--- src/rtl/regfile_write_arbiter_if.sv ---
// Bundle of the WB, MDU, ID and register-file write-port signals around the
// register-file write arbiter. The master side drives the requests and source
// registers. The slave side (the arbiter) drives grants, hazards and the write port.
interface regfile_write_arbiter_if;
    logic        wb_we_i;
    logic [4:0]  wb_rd_i;
    logic [31:0] wb_data_i;
    logic        mdu_issue_i;
    logic [4:0]  mdu_issue_rd_i;
    logic        mdu_valid_i;
    logic [4:0]  mdu_rd_i;
    logic [31:0] mdu_data_i;
    logic        mdu_ready_o;
    logic [4:0]  id_rs_i;
    logic [4:0]  id_rt_i;
    logic        hazard_o;
    logic        stall_o;
    logic        rf_we_o;
    logic [4:0]  rf_addr_o;
    logic [31:0] rf_data_o;

    modport master (
        output wb_we_i, wb_rd_i, wb_data_i,
        output mdu_issue_i, mdu_issue_rd_i,
        output mdu_valid_i, mdu_rd_i, mdu_data_i,
        output id_rs_i, id_rt_i,
        input  mdu_ready_o, hazard_o, stall_o,
        input  rf_we_o, rf_addr_o, rf_data_o
    );

    modport slave (
        input  wb_we_i, wb_rd_i, wb_data_i,
        input  mdu_issue_i, mdu_issue_rd_i,
        input  mdu_valid_i, mdu_rd_i, mdu_data_i,
        input  id_rs_i, id_rt_i,
        output mdu_ready_o, hazard_o, stall_o,
        output rf_we_o, rf_addr_o, rf_data_o
    );
endinterface

--- src/rtl/regfile_write_arbiter.sv ---
// Register-file write-port arbiter between the WB stage and the MDU.
// Keeps a busy scoreboard of registers that are waiting for MDU results, and
// raises hazard_o to ID. Optional macro REGARB_STARVE_EN adds a starvation
// counter. With this macro, the MDU can take the port from WB after STARVE_MAX
// lost cycles, and the pipeline is stalled for that one cycle. Without it, the
// MDU only writes when WB is idle.
module regfile_write_arbiter #(
    parameter int STARVE_MAX = 4,
    parameter int CNT_W      = 3
) (
    input  logic                   clk_i,
    input  logic                   rst_i,
    regfile_write_arbiter_if.slave bus
);

    // The counter must be able to hold STARVE_MAX.
    localparam bit unused_cfg_ok = (STARVE_MAX < (1 << CNT_W));

    logic        steal;
    logic        mdu_gnt;
    logic        wb_gnt;

    logic        rf_we_q,      rf_we_d;
    logic [4:0]  rf_addr_q,    rf_addr_d;
    logic [31:0] rf_data_q,    rf_data_d;
    logic        rf_src_mdu_q, rf_src_mdu_d;
    logic [31:0] busy_q,       busy_d;

`ifdef REGARB_STARVE_EN
    logic [CNT_W-1:0] cnt_q, cnt_d;

    // Count the cycles that a waiting MDU result loses. The count saturates at STARVE_MAX.
    always_comb begin
        cnt_d = '0;
        if (bus.mdu_valid_i && !mdu_gnt) begin
            cnt_d = (cnt_q == CNT_W'(STARVE_MAX)) ? cnt_q : cnt_q + 1'b1;
        end
    end

    // Starvation counter register
    always_ff @(posedge clk_i or negedge rst_i) begin
        if (!rst_i) cnt_q <= '0;
        else        cnt_q <= cnt_d;
    end
`endif

    // Grant selection: WB has priority unless the MDU has starved long enough.
    always_comb begin
        steal = 1'b0;
`ifdef REGARB_STARVE_EN
        steal = bus.wb_we_i & bus.mdu_valid_i & (cnt_q == CNT_W'(STARVE_MAX));
`endif
        mdu_gnt = bus.mdu_valid_i & (~bus.wb_we_i | steal);
        wb_gnt  = bus.wb_we_i & ~mdu_gnt;
    end

    // Next write-port value from the winner. A write to r0 is accepted but not performed.
    always_comb begin
        rf_we_d      = 1'b0;
        rf_addr_d    = rf_addr_q;
        rf_data_d    = rf_data_q;
        rf_src_mdu_d = rf_src_mdu_q;
        if (mdu_gnt) begin
            rf_we_d      = (bus.mdu_rd_i != 5'd0);
            rf_addr_d    = bus.mdu_rd_i;
            rf_data_d    = bus.mdu_data_i;
            rf_src_mdu_d = 1'b1;
        end else if (wb_gnt) begin
            rf_we_d      = (bus.wb_rd_i != 5'd0);
            rf_addr_d    = bus.wb_rd_i;
            rf_data_d    = bus.wb_data_i;
            rf_src_mdu_d = 1'b0;
        end
    end

    // Scoreboard update: an MDU write clears the register's busy bit. A new issue
    // to the same register at the same edge keeps it set.
    always_comb begin
        busy_d = busy_q;
        if (rf_we_q && rf_src_mdu_q) begin
            busy_d[rf_addr_q] = 1'b0;
        end
        if (bus.mdu_issue_i && (bus.mdu_issue_rd_i != 5'd0)) begin
            busy_d[bus.mdu_issue_rd_i] = 1'b1;
        end
        busy_d[0] = 1'b0;
    end

    // Write-port and scoreboard registers
    always_ff @(posedge clk_i or negedge rst_i) begin
        if (!rst_i) begin
            rf_we_q      <= 1'b0;
            rf_addr_q    <= 5'd0;
            rf_data_q    <= 32'd0;
            rf_src_mdu_q <= 1'b0;
            busy_q       <= 32'd0;
        end else begin
            rf_we_q      <= rf_we_d;
            rf_addr_q    <= rf_addr_d;
            rf_data_q    <= rf_data_d;
            rf_src_mdu_q <= rf_src_mdu_d;
            busy_q       <= busy_d;
        end
    end

    assign bus.mdu_ready_o = mdu_gnt;
    assign bus.stall_o     = steal;
    assign bus.hazard_o    = busy_q[bus.id_rs_i] | busy_q[bus.id_rt_i];
    assign bus.rf_we_o     = rf_we_q;
    assign bus.rf_addr_o   = rf_addr_q;
    assign bus.rf_data_o   = rf_data_q;

endmodule

--- src/flat_wrapper.sv ---
// flat-port wrapper written by rule: the top's interface ports become plain ports
module regfile_write_arbiter_flat 
#(
    parameter int STARVE_MAX = 4,
    parameter int CNT_W      = 3
)
  (clk_i, rst_i, bus_wb_we_i, bus_wb_rd_i, bus_wb_data_i, bus_mdu_issue_i, bus_mdu_issue_rd_i, bus_mdu_valid_i, bus_mdu_rd_i, bus_mdu_data_i, bus_id_rs_i, bus_id_rt_i, bus_mdu_ready_o, bus_hazard_o, bus_stall_o, bus_rf_we_o, bus_rf_addr_o, bus_rf_data_o);
  regfile_write_arbiter_if bus_i ();
  input  logic clk_i;
  input  logic rst_i;
  input wire logic [$bits(bus_i.wb_we_i)-1:0] bus_wb_we_i;
  input wire logic [$bits(bus_i.wb_rd_i)-1:0] bus_wb_rd_i;
  input wire logic [$bits(bus_i.wb_data_i)-1:0] bus_wb_data_i;
  input wire logic [$bits(bus_i.mdu_issue_i)-1:0] bus_mdu_issue_i;
  input wire logic [$bits(bus_i.mdu_issue_rd_i)-1:0] bus_mdu_issue_rd_i;
  input wire logic [$bits(bus_i.mdu_valid_i)-1:0] bus_mdu_valid_i;
  input wire logic [$bits(bus_i.mdu_rd_i)-1:0] bus_mdu_rd_i;
  input wire logic [$bits(bus_i.mdu_data_i)-1:0] bus_mdu_data_i;
  input wire logic [$bits(bus_i.id_rs_i)-1:0] bus_id_rs_i;
  input wire logic [$bits(bus_i.id_rt_i)-1:0] bus_id_rt_i;
  output wire logic [$bits(bus_i.mdu_ready_o)-1:0] bus_mdu_ready_o;
  output wire logic [$bits(bus_i.hazard_o)-1:0] bus_hazard_o;
  output wire logic [$bits(bus_i.stall_o)-1:0] bus_stall_o;
  output wire logic [$bits(bus_i.rf_we_o)-1:0] bus_rf_we_o;
  output wire logic [$bits(bus_i.rf_addr_o)-1:0] bus_rf_addr_o;
  output wire logic [$bits(bus_i.rf_data_o)-1:0] bus_rf_data_o;
  assign bus_i.wb_we_i = bus_wb_we_i;
  assign bus_i.wb_rd_i = bus_wb_rd_i;
  assign bus_i.wb_data_i = bus_wb_data_i;
  assign bus_i.mdu_issue_i = bus_mdu_issue_i;
  assign bus_i.mdu_issue_rd_i = bus_mdu_issue_rd_i;
  assign bus_i.mdu_valid_i = bus_mdu_valid_i;
  assign bus_i.mdu_rd_i = bus_mdu_rd_i;
  assign bus_i.mdu_data_i = bus_mdu_data_i;
  assign bus_i.id_rs_i = bus_id_rs_i;
  assign bus_i.id_rt_i = bus_id_rt_i;
  assign bus_mdu_ready_o = bus_i.mdu_ready_o;
  assign bus_hazard_o = bus_i.hazard_o;
  assign bus_stall_o = bus_i.stall_o;
  assign bus_rf_we_o = bus_i.rf_we_o;
  assign bus_rf_addr_o = bus_i.rf_addr_o;
  assign bus_rf_data_o = bus_i.rf_data_o;
  regfile_write_arbiter #(.STARVE_MAX(STARVE_MAX), .CNT_W(CNT_W)) u_core (.clk_i(clk_i), .rst_i(rst_i), .bus(bus_i));
endmodule
--- config.mk ---
export PLATFORM = sky130hd
export DESIGN_NAME = regfile_write_arbiter_flat
export DESIGN_NICKNAME = d
export VERILOG_FILES = /design/src/rtl/regfile_write_arbiter_if.sv /design/src/rtl/regfile_write_arbiter.sv /design/src/flat_wrapper.sv
export SDC_FILE = /design/constraint.sdc
export NUM_CORES = 1
export LEC_CHECK = 0
export BUFFER_PORTS_ARGS = -buffer_cell sky130_fd_sc_hd__buf_4
export CORE_MARGIN = 5
export CORE_UTILIZATION = 50
export DETAILED_ROUTE_END_ITERATION = 7
export PLACE_DENSITY = 0.9
export SLEW_MARGIN = 20
export SYNTH_ARGS = -nofsm -noshare
export SYNTH_HDL_FRONTEND = slang
export SYNTH_SLANG_ARGS = --single-unit
export TNS_END_PERCENT = 30
--- constraint.sdc ---
create_clock -name clk_i -period 1.75 [get_ports clk_i]
set_clock_uncertainty 0.15 [all_clocks]
set_input_delay 0 -clock clk_i [delete_from_list [all_inputs] [get_ports clk_i]]
set_output_delay 0 -clock clk_i [all_outputs]
set_load 0.01 [all_outputs]
==> run metrics <==
status finished, violations left; failing checks negative setup slack; CP startpoint kind register; Setup TNS Final -439 ps; layout cell share with drive strength beyond 1 0.314; vias 4062; FF-to-FF setup slack 90 ps; Avg WL per Cell 22.0 um; Syn. warnings 0; FF-to-FF Start u_core.bus.rf_addr_o[2]$_DFFE_PN0P_; largest family of logic cells by synthesized area multiplexers; total track usage 0.322; Worst-path clk slew 70 ps; PortBufs 133; syn nets 444; DR vias/cell 6.10; CTS tree done; mux contribution to synthesized area 0.216; DRT antenna net count 0; fmax 457 MHz; leakage 2.57 nW; worst-path fanout max 3; DRC 0; Mapped Area 0.00372 mm^2; starting density of the core 0.513; Final nets 656; Final Slew Violations 0; Worst EP arrival 2040 ps; Core Util, Final 0.805; Clock Sinks 70; crit path to bus_hazard_o; first-pass GRT wire length 22.2 mm; 1st-iter DRT viols 349; CTS root buf clkbuf_8; Max Root-Sink Buffers 2; crit path kind register to output port; area fraction in and, or, nand and nor cells after synthesis 0.116; total I/O pin count 135; Core Area 0.00725 mm^2; largest net degree at the start of global routing 79; clk_lat worst skew 350 ps; max_cap viols 0; vias in the first global route 4268; element type at the critical path end output port; # setup viols final 1; power per cell area 813 mW/mm^2; post-synthesis sequential area ratio 0.471; row count 31; CTS buffer count 9; RSZ-0062 raised after global routing true; TritonRoute pass-1 iters 6; Final Cell Area 0.00584 mm^2; Slew Limit Headroom 0.543; worst-margin pin slew 685 ps; fin crit share 1.25; Hold Vio Cnt, Final 0; RR Endpoint u_core.bus.rf_addr_o[2]$_DFFE_PN0P_; die width 96.3 um; H-tree depth 3; hold crit path type primary input to asynchronous set/reset pin; final worst slack -439 ps; XOR/XNOR Fraction of Synth Area 0; post-synthesis compound-gate area fraction 0.158; Layout area overhead 56.8%; Mapped Cells 350; Die Height 96.3 um; Synth Area in Adders 0; Crit. Startpoint u_core.busy_q[27]$_DFF_PN0_; dpl cell area 0.00476 mm^2; Placer Congestion 0.888; #FFs+latches synth 70; Final Hold Slack 7.76 ps; syn_area_per_cell 10.6 um^2; Yosys cell types 39; antenna violations before repair 0; die area 0.00927 mm^2; ant diodes 0; Tmin final 2190 ps; final WL 14.7 mm; R2R depth 3; worst vdd ir 0.571 mV; Worst Path Required 1600 ps; Detailed Place HPWL 7.95 mm; GRT overflow 0
-- registers in the layout, indices dropped and copies added (netlist names) --
register,cells
u_core.bus.rf_addr_o,5
u_core.busy_q,31
u_core.rf_src_mdu_q,1
u_core.bus.rf_we_o,1
u_core.bus.rf_data_o,32
-- placed cells by master, fill, tap and decap left out, types with 3 or more instances in the layout --
master | Yosys | layout
buf_4 | 3 | 137
o21ai_0 | 92 | 91
dlygate4sd3_1 | 0 | 84
dfrtp_1 | 70 | 70
nand2_1 | 43 | 43
mux2i_1 | 43 | 43
mux4_2 | 11 | 14
o21ai_1 | 10 | 11
nand3b_1 | 9 | 9
clkbuf_8 | 0 | 9
nand3_1 | 4 | 4
nor2_1 | 4 | 4
nand2b_1 | 4 | 4
or3b_2 | 3 | 3
or3_1 | 3 | 3
clkbuf_1 | 9 | 3
-- metrics by stage --
step	total power, mW	std cells	setup WS [ps]
after detailed placement	3.16	564	-96.2
after CTS	4.61	665	-409
after global placement	3.10	564	-20.3
after floorplan	2.62	350	132
after global routing	4.93	666	-473
final	4.74	666	-439
-- worst max-delay path, stage by stage, from the launching register on --
cell,delay [ps]
dfrtp_1,410
mux4_2,470
mux2i_1,180
o2111ai_2,160
a221o_1,340
buf_6,130
-- worst min path at each step --
stage / start / endpoint / depth (start not counted)
floorplan: rst_i / u_core.bus.rf_addr_o[0]$_DFFE_PN0P_ / 0
global placement: rst_i / u_core.busy_q[2]$_DFF_PN0_ / 1
detailed placement: rst_i / u_core.busy_q[3]$_DFF_PN0_ / 1
CTS: rst_i / u_core.busy_q[3]$_DFF_PN0_ / 3
global route: rst_i / u_core.busy_q[3]$_DFF_PN0_ / 3
finish: rst_i / u_core.busy_q[3]$_DFF_PN0_ / 3
-- logic make-up after synthesis --
group                  after synthesis
AO/OA/AOI/OAI                      112
buffers and inverters               25
flip-flops                          70
multiplexers                        60
other                                1
AND/OR/NAND/NOR                     82
-- cell type report --
type,instances,area (um^2)
inverters,2,7.51
flip-flops and latches,70,1750
clock inverters,4,47.5
fillers,368,1420
repair buffers,224,1920
well taps,99,124
multi-input cells,255,1850
clock buffers,12,135
-- timing repair --
item / CTS / global route
buffers inserted: 0 / 1
resized for setup: 6 / 4
cloned: 0 / 0
hold buffers: 85 / 0
hold endpoints to repair: 139 / 0
setup endpoints to repair: 1 / 2
pin swaps: 1 / 0
-- power breakdown --
group,switching [mW],internal [mW]
Sequential,0.221,1.87
Combinational,0.597,0.786
Clock,0.618,0.656
Total,1.44,3.31
-- Yosys cell counts (all sizes together) --
cell type	count	area (um^2)
buf	14	97.6
a31oi	1	6.26
o2111ai	1	8.76
dfrtp	70	1750
or3	3	18.8
nor2	4	15.0
conb	1	3.75
o31ai	1	7.51
nor2b	1	6.26
nand3b	9	67.6
nor3b	1	7.51
nor4bb	1	10.0
o22a	1	8.76
nand4b	2	17.5
mux2	2	22.5
mux4	15	353
nand3	4	20.0
nand2	43	161
or2b	1	8.76
clkbuf	9	33.8
o21ai	102	510
a221o	1	10.0
and3b	1	10.0
a311oi	1	8.76
mux2i	43	430
inv	2	7.51
or3b	5	43.8
or4	2	15.0
nand4	1	6.26
nand2b	4	25.0
a2111oi	1	10.0
o22ai	3	18.8
-- routing by layer --
layer  vias up  wire length (um)  track usage
met5         -                 0            0
met4         0               641        0.160
met3        65              1590       0.0758
met2       316              7390        0.561
met1      1963              5060        0.369
li1       1718                 -            -
No activity file was read; power rests on OpenSTA's default activity.
